File: src/rtl/load_store_unit_pkg.sv
// Shared definitions for the load/store unit: opcodes, size codes, FSM states
// and store lane helpers.
package load_store_unit_pkg;

    localparam logic [4:0] OPC_LOAD  = 5'b00000;
    localparam logic [4:0] OPC_STORE = 5'b01000;

    localparam logic [1:0] SZ_BYTE = 2'b00;
    localparam logic [1:0] SZ_HALF = 2'b01;

    typedef enum logic [1:0] {
        ST_IDLE = 2'b00,
        ST_REQ  = 2'b01,
        ST_WAIT = 2'b10
    } lsu_state_e;

    function automatic logic [3:0] store_strobe(input logic [2:0] func3, input logic [1:0] off);
        logic [3:0] strb;
        case (func3[1:0])
            SZ_BYTE: strb = 4'b0001 << off;
            SZ_HALF: strb = 4'b0011 << {off[1], 1'b0};
            default: strb = 4'b1111;
        endcase
        return strb;
    endfunction

    function automatic logic [31:0] store_lanes(input logic [2:0] func3, input logic [31:0] rs2);
        logic [31:0] lanes;
        case (func3[1:0])
            SZ_BYTE: lanes = {4{rs2[7:0]}};
            SZ_HALF: lanes = {2{rs2[15:0]}};
            default: lanes = rs2;
        endcase
        return lanes;
    endfunction

    function automatic logic is_misaligned(input logic [2:0] func3, input logic [1:0] off);
        logic bad;
        case (func3[1:0])
            SZ_BYTE: bad = 1'b0;
            SZ_HALF: bad = off[0];
            default: bad = (off != 2'b00);
        endcase
        return bad;
    endfunction

endpackage

File: src/rtl/load_store_unit_load_align.sv
// Combinational load lane extraction with sign/zero extension (lsu_load_align).
module lsu_load_align
    import load_store_unit_pkg::*;
(
    input  logic [31:0] rdata,
    input  logic [1:0]  addr,
    input  logic [2:0]  func3,
    output logic [31:0] load_data
);

    logic [31:0] shifted_s;

    // select the addressed lane, then extend according to func3[2]
    always_comb begin
        shifted_s = rdata;
        load_data = rdata;
        case (func3[1:0])
            SZ_BYTE: begin
                shifted_s = rdata >> {addr, 3'b000};
                load_data = func3[2] ? {24'h000000, shifted_s[7:0]}
                                     : {{24{shifted_s[7]}}, shifted_s[7:0]};
            end
            SZ_HALF: begin
                shifted_s = rdata >> {addr[1], 4'b0000};
                load_data = func3[2] ? {16'h0000, shifted_s[15:0]}
                                     : {{16{shifted_s[15]}}, shifted_s[15:0]};
            end
            default: begin
                shifted_s = rdata;
                load_data = rdata;
            end
        endcase
    end

endmodule

File: src/rtl/load_store_unit.sv
// Memory-stage load/store unit: one outstanding request, req/gnt + rvalid handshake.
// Optional LSU_MISALIGN_TRAP_EN adds lsu_misalign / lsu_bad_addr trap outputs.
module load_store_unit
    import load_store_unit_pkg::*;
#(
    parameter int XLEN = 32
) (
    input  logic            clk,
    input  logic            rst_n,
    input  logic            ex_valid,
    output logic            ex_ready,
    input  logic [4:0]      ex_opcode,
    input  logic [2:0]      ex_func3,
    input  logic [XLEN-1:0] ex_addr,
    input  logic [XLEN-1:0] ex_wdata,
    input  logic [4:0]      ex_rd,
    output logic            mem_req,
    output logic            mem_we,
    output logic [XLEN-1:0] mem_addr,
    output logic [3:0]      mem_wstrb,
    output logic [XLEN-1:0] mem_wdata,
    input  logic            mem_gnt,
    input  logic            mem_rvalid,
    input  logic [XLEN-1:0] mem_rdata,
    output logic            wb_valid,
    output logic [4:0]      wb_rd,
    output logic [XLEN-1:0] wb_data,
    output logic            lsu_busy
`ifdef LSU_MISALIGN_TRAP_EN
    ,
    output logic            lsu_misalign,
    output logic [XLEN-1:0] lsu_bad_addr
`endif
);

    lsu_state_e  state_q, state_d;
    logic        mem_req_q, mem_req_d;
    logic        mem_we_q, mem_we_d;
    logic [31:0] mem_addr_q, mem_addr_d;
    logic [3:0]  mem_wstrb_q, mem_wstrb_d;
    logic [31:0] mem_wdata_q, mem_wdata_d;
    logic [1:0]  off_q, off_d;
    logic [2:0]  func3_q, func3_d;
    logic [4:0]  rd_q, rd_d;
    logic        wb_valid_q, wb_valid_d;
    logic [4:0]  wb_rd_q, wb_rd_d;
    logic [31:0] wb_data_q, wb_data_d;
    logic        is_store_s;
    logic        accept_s;
    logic [31:0] align_data_s;
`ifdef LSU_MISALIGN_TRAP_EN
    logic        misalign_q, misalign_d;
    logic [31:0] bad_addr_q, bad_addr_d;
`endif

    lsu_load_align u_load_align (
        .rdata     (mem_rdata),
        .addr      (off_q),
        .func3     (func3_q),
        .load_data (align_data_s)
    );

    assign is_store_s = (ex_opcode == OPC_STORE);
    assign accept_s   = ex_valid && (state_q == ST_IDLE)
                        && ((ex_opcode == OPC_LOAD) || is_store_s);

    // next-state and next-output computation
    always_comb begin
        state_d     = state_q;
        mem_req_d   = mem_req_q;
        mem_we_d    = mem_we_q;
        mem_addr_d  = mem_addr_q;
        mem_wstrb_d = mem_wstrb_q;
        mem_wdata_d = mem_wdata_q;
        off_d       = off_q;
        func3_d     = func3_q;
        rd_d        = rd_q;
        wb_valid_d  = 1'b0;
        wb_rd_d     = wb_rd_q;
        wb_data_d   = wb_data_q;
`ifdef LSU_MISALIGN_TRAP_EN
        misalign_d  = 1'b0;
        bad_addr_d  = 32'h0000_0000;
`endif
        case (state_q)
            ST_IDLE: begin
                if (accept_s) begin
`ifdef LSU_MISALIGN_TRAP_EN
                    if (is_misaligned(ex_func3, ex_addr[1:0])) begin
                        misalign_d = 1'b1;
                        bad_addr_d = ex_addr;
                    end else begin
`else
                    begin
`endif
                        state_d     = ST_REQ;
                        mem_req_d   = 1'b1;
                        mem_we_d    = is_store_s;
                        mem_addr_d  = {ex_addr[31:2], 2'b00};
                        mem_wstrb_d = is_store_s ? store_strobe(ex_func3, ex_addr[1:0]) : 4'b0000;
                        mem_wdata_d = is_store_s ? store_lanes(ex_func3, ex_wdata) : 32'h0000_0000;
                        off_d       = ex_addr[1:0];
                        func3_d     = ex_func3;
                        rd_d        = ex_rd;
                    end
                end else begin
                    state_d = ST_IDLE;
                end
            end
            ST_REQ: begin
                if (mem_gnt) begin
                    state_d     = mem_we_q ? ST_IDLE : ST_WAIT;
                    mem_req_d   = 1'b0;
                    mem_we_d    = 1'b0;
                    mem_addr_d  = 32'h0000_0000;
                    mem_wstrb_d = 4'b0000;
                    mem_wdata_d = 32'h0000_0000;
                end else begin
                    state_d = ST_REQ;
                end
            end
            ST_WAIT: begin
                // rvalid only counts here, so stale responses elsewhere are dropped
                if (mem_rvalid) begin
                    state_d    = ST_IDLE;
                    wb_valid_d = 1'b1;
                    wb_rd_d    = rd_q;
                    wb_data_d  = align_data_s;
                end else begin
                    state_d = ST_WAIT;
                end
            end
            default: begin
                state_d     = ST_IDLE;
                mem_req_d   = 1'b0;
                mem_we_d    = 1'b0;
                mem_addr_d  = 32'h0000_0000;
                mem_wstrb_d = 4'b0000;
                mem_wdata_d = 32'h0000_0000;
            end
        endcase
    end

    // state and output registers
    always_ff @(posedge clk or negedge rst_n) begin
        if (!rst_n) begin
            state_q     <= ST_IDLE;
            mem_req_q   <= 1'b0;
            mem_we_q    <= 1'b0;
            mem_addr_q  <= 32'h0000_0000;
            mem_wstrb_q <= 4'b0000;
            mem_wdata_q <= 32'h0000_0000;
            off_q       <= 2'b00;
            func3_q     <= 3'b000;
            rd_q        <= 5'd0;
            wb_valid_q  <= 1'b0;
            wb_rd_q     <= 5'd0;
            wb_data_q   <= 32'h0000_0000;
`ifdef LSU_MISALIGN_TRAP_EN
            misalign_q  <= 1'b0;
            bad_addr_q  <= 32'h0000_0000;
`endif
        end else begin
            state_q     <= state_d;
            mem_req_q   <= mem_req_d;
            mem_we_q    <= mem_we_d;
            mem_addr_q  <= mem_addr_d;
            mem_wstrb_q <= mem_wstrb_d;
            mem_wdata_q <= mem_wdata_d;
            off_q       <= off_d;
            func3_q     <= func3_d;
            rd_q        <= rd_d;
            wb_valid_q  <= wb_valid_d;
            wb_rd_q     <= wb_rd_d;
            wb_data_q   <= wb_data_d;
`ifdef LSU_MISALIGN_TRAP_EN
            misalign_q  <= misalign_d;
            bad_addr_q  <= bad_addr_d;
`endif
        end
    end

    assign ex_ready  = (state_q == ST_IDLE);
    assign lsu_busy  = (state_q != ST_IDLE);
    assign mem_req   = mem_req_q;
    assign mem_we    = mem_we_q;
    assign mem_addr  = mem_addr_q;
    assign mem_wstrb = mem_wstrb_q;
    assign mem_wdata = mem_wdata_q;
    assign wb_valid  = wb_valid_q;
    assign wb_rd     = wb_rd_q;
    assign wb_data   = wb_data_q;
`ifdef LSU_MISALIGN_TRAP_EN
    assign lsu_misalign = misalign_q;
    assign lsu_bad_addr = bad_addr_q;
`endif

endmodule
File: config.mk
export PLATFORM = sky130hd
export DESIGN_NAME = load_store_unit
export DESIGN_NICKNAME = d
export VERILOG_FILES = /design/src/rtl/load_store_unit_pkg.sv /design/src/rtl/load_store_unit_load_align.sv /design/src/rtl/load_store_unit.sv
export SDC_FILE = /design/constraint.sdc
export NUM_CORES = 1
export LEC_CHECK = 0
export ABC_AREA = 0
export BUFFER_PORTS_ARGS = -buffer_cell sky130_fd_sc_hd__buf_2
export CORE_ASPECT_RATIO = 0.5
export CORE_UTILIZATION = 48
export DETAILED_ROUTE_END_ITERATION = 16
export PLACE_DENSITY = 0.86
export SLEW_MARGIN = 20
export SYNTH_ARGS = -nofsm -noshare
export SYNTH_HDL_FRONTEND = slang
export SYNTH_SLANG_ARGS = --single-unit
File: constraint.sdc
create_clock -name clk -period 2 [get_ports clk]
set_clock_uncertainty 0.1 [all_clocks]
set_input_delay 0.1 -clock clk [delete_from_list [all_inputs] [get_ports clk]]
set_output_delay 0.1 -clock clk [all_outputs]
set_load 0.01 [all_outputs]
; Word-level counts from Yosys, hierarchy flattened
; Cells that the tools add are included.
[word_totals]
out_inout_bits = 110
reg_bits = 120
[op_classes]
bitwise = 1
n_reduce_logical = 11
mux = 27
n_eq_ne = 7
shifts = 4
[op_table]
columns = op, count
row1 = two-way mux 32 bit, 6
row2 = one-hot mux 32 bit (3 select lines), 2
row3 = one-hot mux 32 bit (2 select lines), 2
row4 = >> shifter 32 x 5 -> 16 bit, 1
row5 = >> shifter 32 x 5 -> 8 bit, 1
row6 = two-way mux 4 bit, 3
row7 = one-hot mux 4 bit (3 select lines), 1
row8 = one-hot mux 4 bit (2 select lines), 1
row9 = == test 2 x 1 -> 1 bit (second input constant), 3
row10 = zero test 2 bit, 3
row11 = two-way mux 1 bit, 6
row12 = two-way mux 2 bit, 3
row13 = one-hot mux 1 bit (3 select lines), 2
row14 = one-hot mux 2 bit (3 select lines), 1
row15 = == test 5 x 4 -> 1 bit (second input constant), 1
row16 = zero test 5 bit, 1
row17 = AND reduction 2 bit, 2
row18 = << shifter 1 x 2 -> 4 bit (first input constant), 1
row19 = << shifter 2 x 2 -> 4 bit (first input constant), 1
row20 = AND reduction 3 bit, 1
row21 = == test 2 bit (second input constant), 1
row22 = logical AND 1 bit, 2
row23 = != test 2 x 1 -> 1 bit (second input constant), 1
row24 = != test 2 bit (second input constant), 1
row25 = 3 further kinds, 3

; Depth between registers and ports, before layout
[logic_depth]
depth_word = 5
depth_mapped = 7

; Cells and area by module
; From an unflattened synthesis, not the netlist that was laid out.
[unflattened]
cells_unflattened = 565
hier_area_um2 = 6010.8
[by_module_without_submodules]
columns = module, area_each_um2, cells_per_inst, seq_area_each_um2, n_inst
row1 = load_store_unit, 5168.7, 443, 2952.8, 1
row2 = lsu_load_align, 842.1, 122, 0.0, 1

; Worst setup path after synthesis
; Ideal clock, no wire load.
[synth_path]
path_type = flip-flop to flip-flop
start = register state_q[0]
end = register off_q[0]
stages_incl_launch_ff = 6
setup_ns = 0.125
setup_slack_ns = 0.233
required_ns = 1.775
n_path_buf = 2
arrival_time_ns = 1.543
cell_sequence = dfrtp_1 -> nor2_1 -> and4b_1 -> buf_4 -> buf_2 -> mux2_2
[synth_between]
elab_chain_len = 4
[synth_rtl]
columns = element, line_no
row1 = "start, declared", load_store_unit.sv:36  ; lsu_state_e state_q, state_d;
row2 = "start signal, assigned", load_store_unit.sv:164  ; state_q <= state_d;
row3 = zero test 2 bit *, -
row4 = via ex_ready, load_store_unit.sv:11  ; output logic ex_ready,
row5 = logical AND 1 bit, load_store_unit.sv:64  ; assign accept_s = ex_valid && (state_q == ST_IDLE)
row6 = logical AND 1 bit, load_store_unit.sv:65  ; && ((ex_opcode == OPC_LOAD) || is_store_s);
row7 = AND reduction 2 bit (no line) *, -
row8 = "end signal, assigned", load_store_unit.sv:153  ; off_q <= 2'b00;
row9 = "end signal, assigned", load_store_unit.sv:170  ; off_q <= off_d;
row10 = "end, declared", load_store_unit.sv:42  ; logic [1:0] off_q, off_d;
; The timed path passes the listed nets; every way through them passes the cells marked *.
; A chain may end at the register's enable or synchronous reset.

; Worst setup path in the final report
[layout_path]
start = register state_q[0]
end = register mem_wdata_q[1] (netlist: mem_wdata[1])
[layout_between]
elab_chain_len = 5
word_cells_on_any_way = 10
cone_classes = 4 x eq/ne / 1 x mux / 1 x bitwise / 4 x reduce/logical
[layout_rtl]
columns = element, line_no
row1 = zero test 2 bit, "load_store_unit.sv:64, load_store_unit.sv:85"
row2 = logical AND 1 bit, load_store_unit.sv:64
row3 = logical AND 1 bit, load_store_unit.sv:65
row4 = != test 2 x 1 -> 1 bit (no line), -
row5 = AND reduction 3 bit (no line), -
row6 = "end signal, assigned", load_store_unit.sv:169  ; mem_wdata_q <= mem_wdata_d;
row7 = "end, declared", load_store_unit.sv:41  ; logic [31:0] mem_wdata_q, mem_wdata_d;
; Parallel ways exist; a longest one is shown, timed or not.

==> run metrics <==
result of the run=completed; pwr/cell area=1074 nW/um2; Fill cells=615; minimum clock period=1.901 ns; slew margin rel.=58.61%; TNS Setup=0 ns; CTS Buf Count=17; Yosys reg bits=118; Fmax achieved=526.1 MHz; initial antenna violation count=1; CTS tree=yes; largest cells by area after synthesis=dfrtp_1, a22o_1, mux2i_1, a21oi_1, o2bb2ai_1; Final Max Slew Viols=0; htree depth=4; post-synthesis instance area=roughly 5300 um2; Die W=150.7 um; CP arrival=between 2 and 2.5 ns; WL per Instance=19.41 um; HP Class=in -> reg; post-synth top area cell=dfrtp_1; Post-CTS Resized=0; Crit path required time=around 2.2 ns; YS warnings=0; CP Launch Type=flip-flop; vias in the first global route=5,704; CP cell instances=nor2_1 > and4b_2 > o21ai_4 > buf_12 > a22o_1; Synth top area share=55.67%; pre-CTS WS=about 0.17 ns; Layout area overhead=56.62%; die area=11,500 um2; Main synth FF type=dfrtp_1; Pre-Repair DR Iteration Count=5; post-CTS setup buffer count=0; layout cells sized above 1=35.30%; CTS max path bufs=2; GRT Overall Usage=around 33%; Gate Count Post-Synth=467; clk_lat worst skew=0.41 ns; 1st-iter DRT viols=roughly 360; post-synth cell types=37; first-pass GRT wire length=29,330 um; IO Count=224; period utilization=95.05%; final WL=around 19,000 um; Detail Placement HPWL=10,440 um; drt drc=0; area of the multi-input gates=2121 um2; hold slack=0.03360 ns; worst setup margin=0.09907 ns; # nets final=914; core area=roughly 10,000 um2; clk sinks=118; antenna-violating nets left=0; Rows=26; slowest CP cell=dfrtp_1; worst slew pin tran=0.6209 ns; Post-synth EDFFs=0; WS Path Type=reg -> reg; CP max FO=68; setup violators final=0; Seq/Total Area, Yosys=55.67%; Starting Density=50.63%; Synth async-reset ratio=100.0%; clk slew on worst S/H paths=0.06 ns; Port Buffers=221; vias=5,411; Worst Setup End Kind=flip-flop; most frequent cell after synthesis=dfrtp_1; DIE HEIGHT=76.33 um; slowest stage delay, CP=about 0.48 ns; Root Buffer Master=clkbuf_16; Max VDD drop=around 530 uV; FF/Latch Area=2953 um2; pin count of the biggest net entering global routing=69; total gr overflow=0; Mapped Avg Cell Area=11.36 um2; top post-synthesis cells by count=dfrtp_1, a21oi_1, a22o_1, mux2i_1, nand2_1; max_cap viols=0; Final Hold Violating Endpoints=0; RSZ-0062 raised after global routing=false; Via density=5.672; P_leak=roughly 4.3 nW; GPL Wtd Cong=0.8624
==> stage by stage <==
| stage | instance area, um2 | utilization (%) | power, mW | instances |
|---|---|---|---|---|
| final | 8307 | 79.30 | 8.920 | 954 |
| after global routing | 8307 | 79.30 | 9.302 | 954 |
| after CTS | 8304 | 79.28 | 8.842 | 953 |
| after detailed placement | 6584 | 62.85 | 5.550 | 809 |
| after global placement | 6584 | 62.85 | 5.467 | 809 |
| after floorplan | 5308 | - | 4.537 | 468 |
==> layout make-up <==
cell class                      instances  area share, %
Antenna cell                            1        0.03013
Clock buffer                           19          5.332
Clock inverter                         13          1.883
Inverter                                7         0.3163
Multi-Input combinational cell        303          25.53
Sequential cell                       118          35.55
Tap cell                              140          2.109
Timing Repair Buffer                  353          29.25
==> critical path, delay by kind of cell (launching register included) <==
kind / cells / cell delay [ns]
buffers and inverters: 1 / 0.22
AO/OA/AOI/OAI: 2 / 0.37
flip-flops: 1 / 0.48
AND/OR/NAND/NOR: 2 / 0.60
==> path summary, 6_finish.rpt <==
kind	cells past startpoint	start	endpoint	slack, ns
setup / recovery	5	state_q[0]$_DFF_PN0_	mem_wdata[1]$_DFFE_PN0P_	0.1
hold / removal	4	ex_func3[1]	mem_wdata[8]$_DFFE_PN0P_	0.03
setup reg to reg	5	state_q[0]$_DFF_PN0_	mem_wdata[1]$_DFFE_PN0P_	0.1
max in group asynchronous	3	rst_n	wb_data[16]$_DFFE_PN0P_	0.97
min in group asynchronous	2	rst_n	mem_wdata[18]$_DFFE_PN0P_	0.18
hold reg to reg	2	wb_rd[0]$_DFFE_PN0P_	wb_rd[0]$_DFFE_PN0P_	0.37
==> cell families (layout without fill, tap and decap cells) <==
kind of cell           Yosys count  count (layout)  share of synthesized area [%]
DFF                            118             118                          55.67
other                            1               3                        0.07070
buffers and inverters           47             392                          4.577
and+or+nand+nor                 87              87                          8.257
muxes                           49              49                          9.696
AOI/OAI and AO/OA              165             165                          21.73
==> cells in the final DEF, fill, tap and decap left out, types with 2 or more instances in the layout <==
master	netlist	routed
dlygate4sd3_1	0	112
buf_2	14	220
nand3b_1	2	2
inv_1	7	7
o22a_1	7	7
dfrtp_1	118	118
and2_1	2	2
nor3_1	2	2
nand2_1	35	35
bufinv_16	0	3
clkbuf_16	0	17
and3_1	7	7
o21ai_0	25	25
nor4bb_1	7	7
mux2_2	9	9
conb_1	1	2
buf_4	5	17
mux2i_1	39	39
a21o_1	2	2
clkinvlp_4	0	5
o211ai_1	7	7
o21ai_4	1	2
clkinv_2	0	4
o2bb2ai_1	20	20
a21oi_1	51	51
nand2b_1	5	5
a22o_1	46	46
buf_12	0	4
nor2_1	22	22
==> what timing repair did <==
action	CTS	global route
endpoints found under the hold margin	146	0
hold buffers	112	0
setup endpoints to repair	0	0
==> layer usage <==
layer / track usage, % / up-vias / share of wire (%)
li1: - / 2381 / -
met1: 38.57 / 2648 / 38
met2: 57.83 / 299 / 51
met3: 6.168 / 83 / 6.0
met4: 20.50 / 0 / 4.6
met5: 0 / - / 0
==> power breakdown <==
group / switching (mW) / leakage (nW) / internal, mW / total, mW
clock: 1.13 / 0.281 / 1.98 / 3.11
sequential: 0.369 / 1.53 / 2.97 / 3.34
combinational: 1.27 / 2.48 / 1.20 / 2.47
total: 2.77 / 4.30 / 6.15 / 8.92
==> state kept, by name, indices dropped and copies added, names as in the netlist <==
signal	flops
wb_rd	5
func3_q	3
wb_valid	1
rd_q	5
state_q	2
mem_addr	30
mem_req	1
mem_we	1
wb_data	32
mem_wstrb	4
off_q	2
mem_wdata	32
Power figures use the tool's default switching activity.
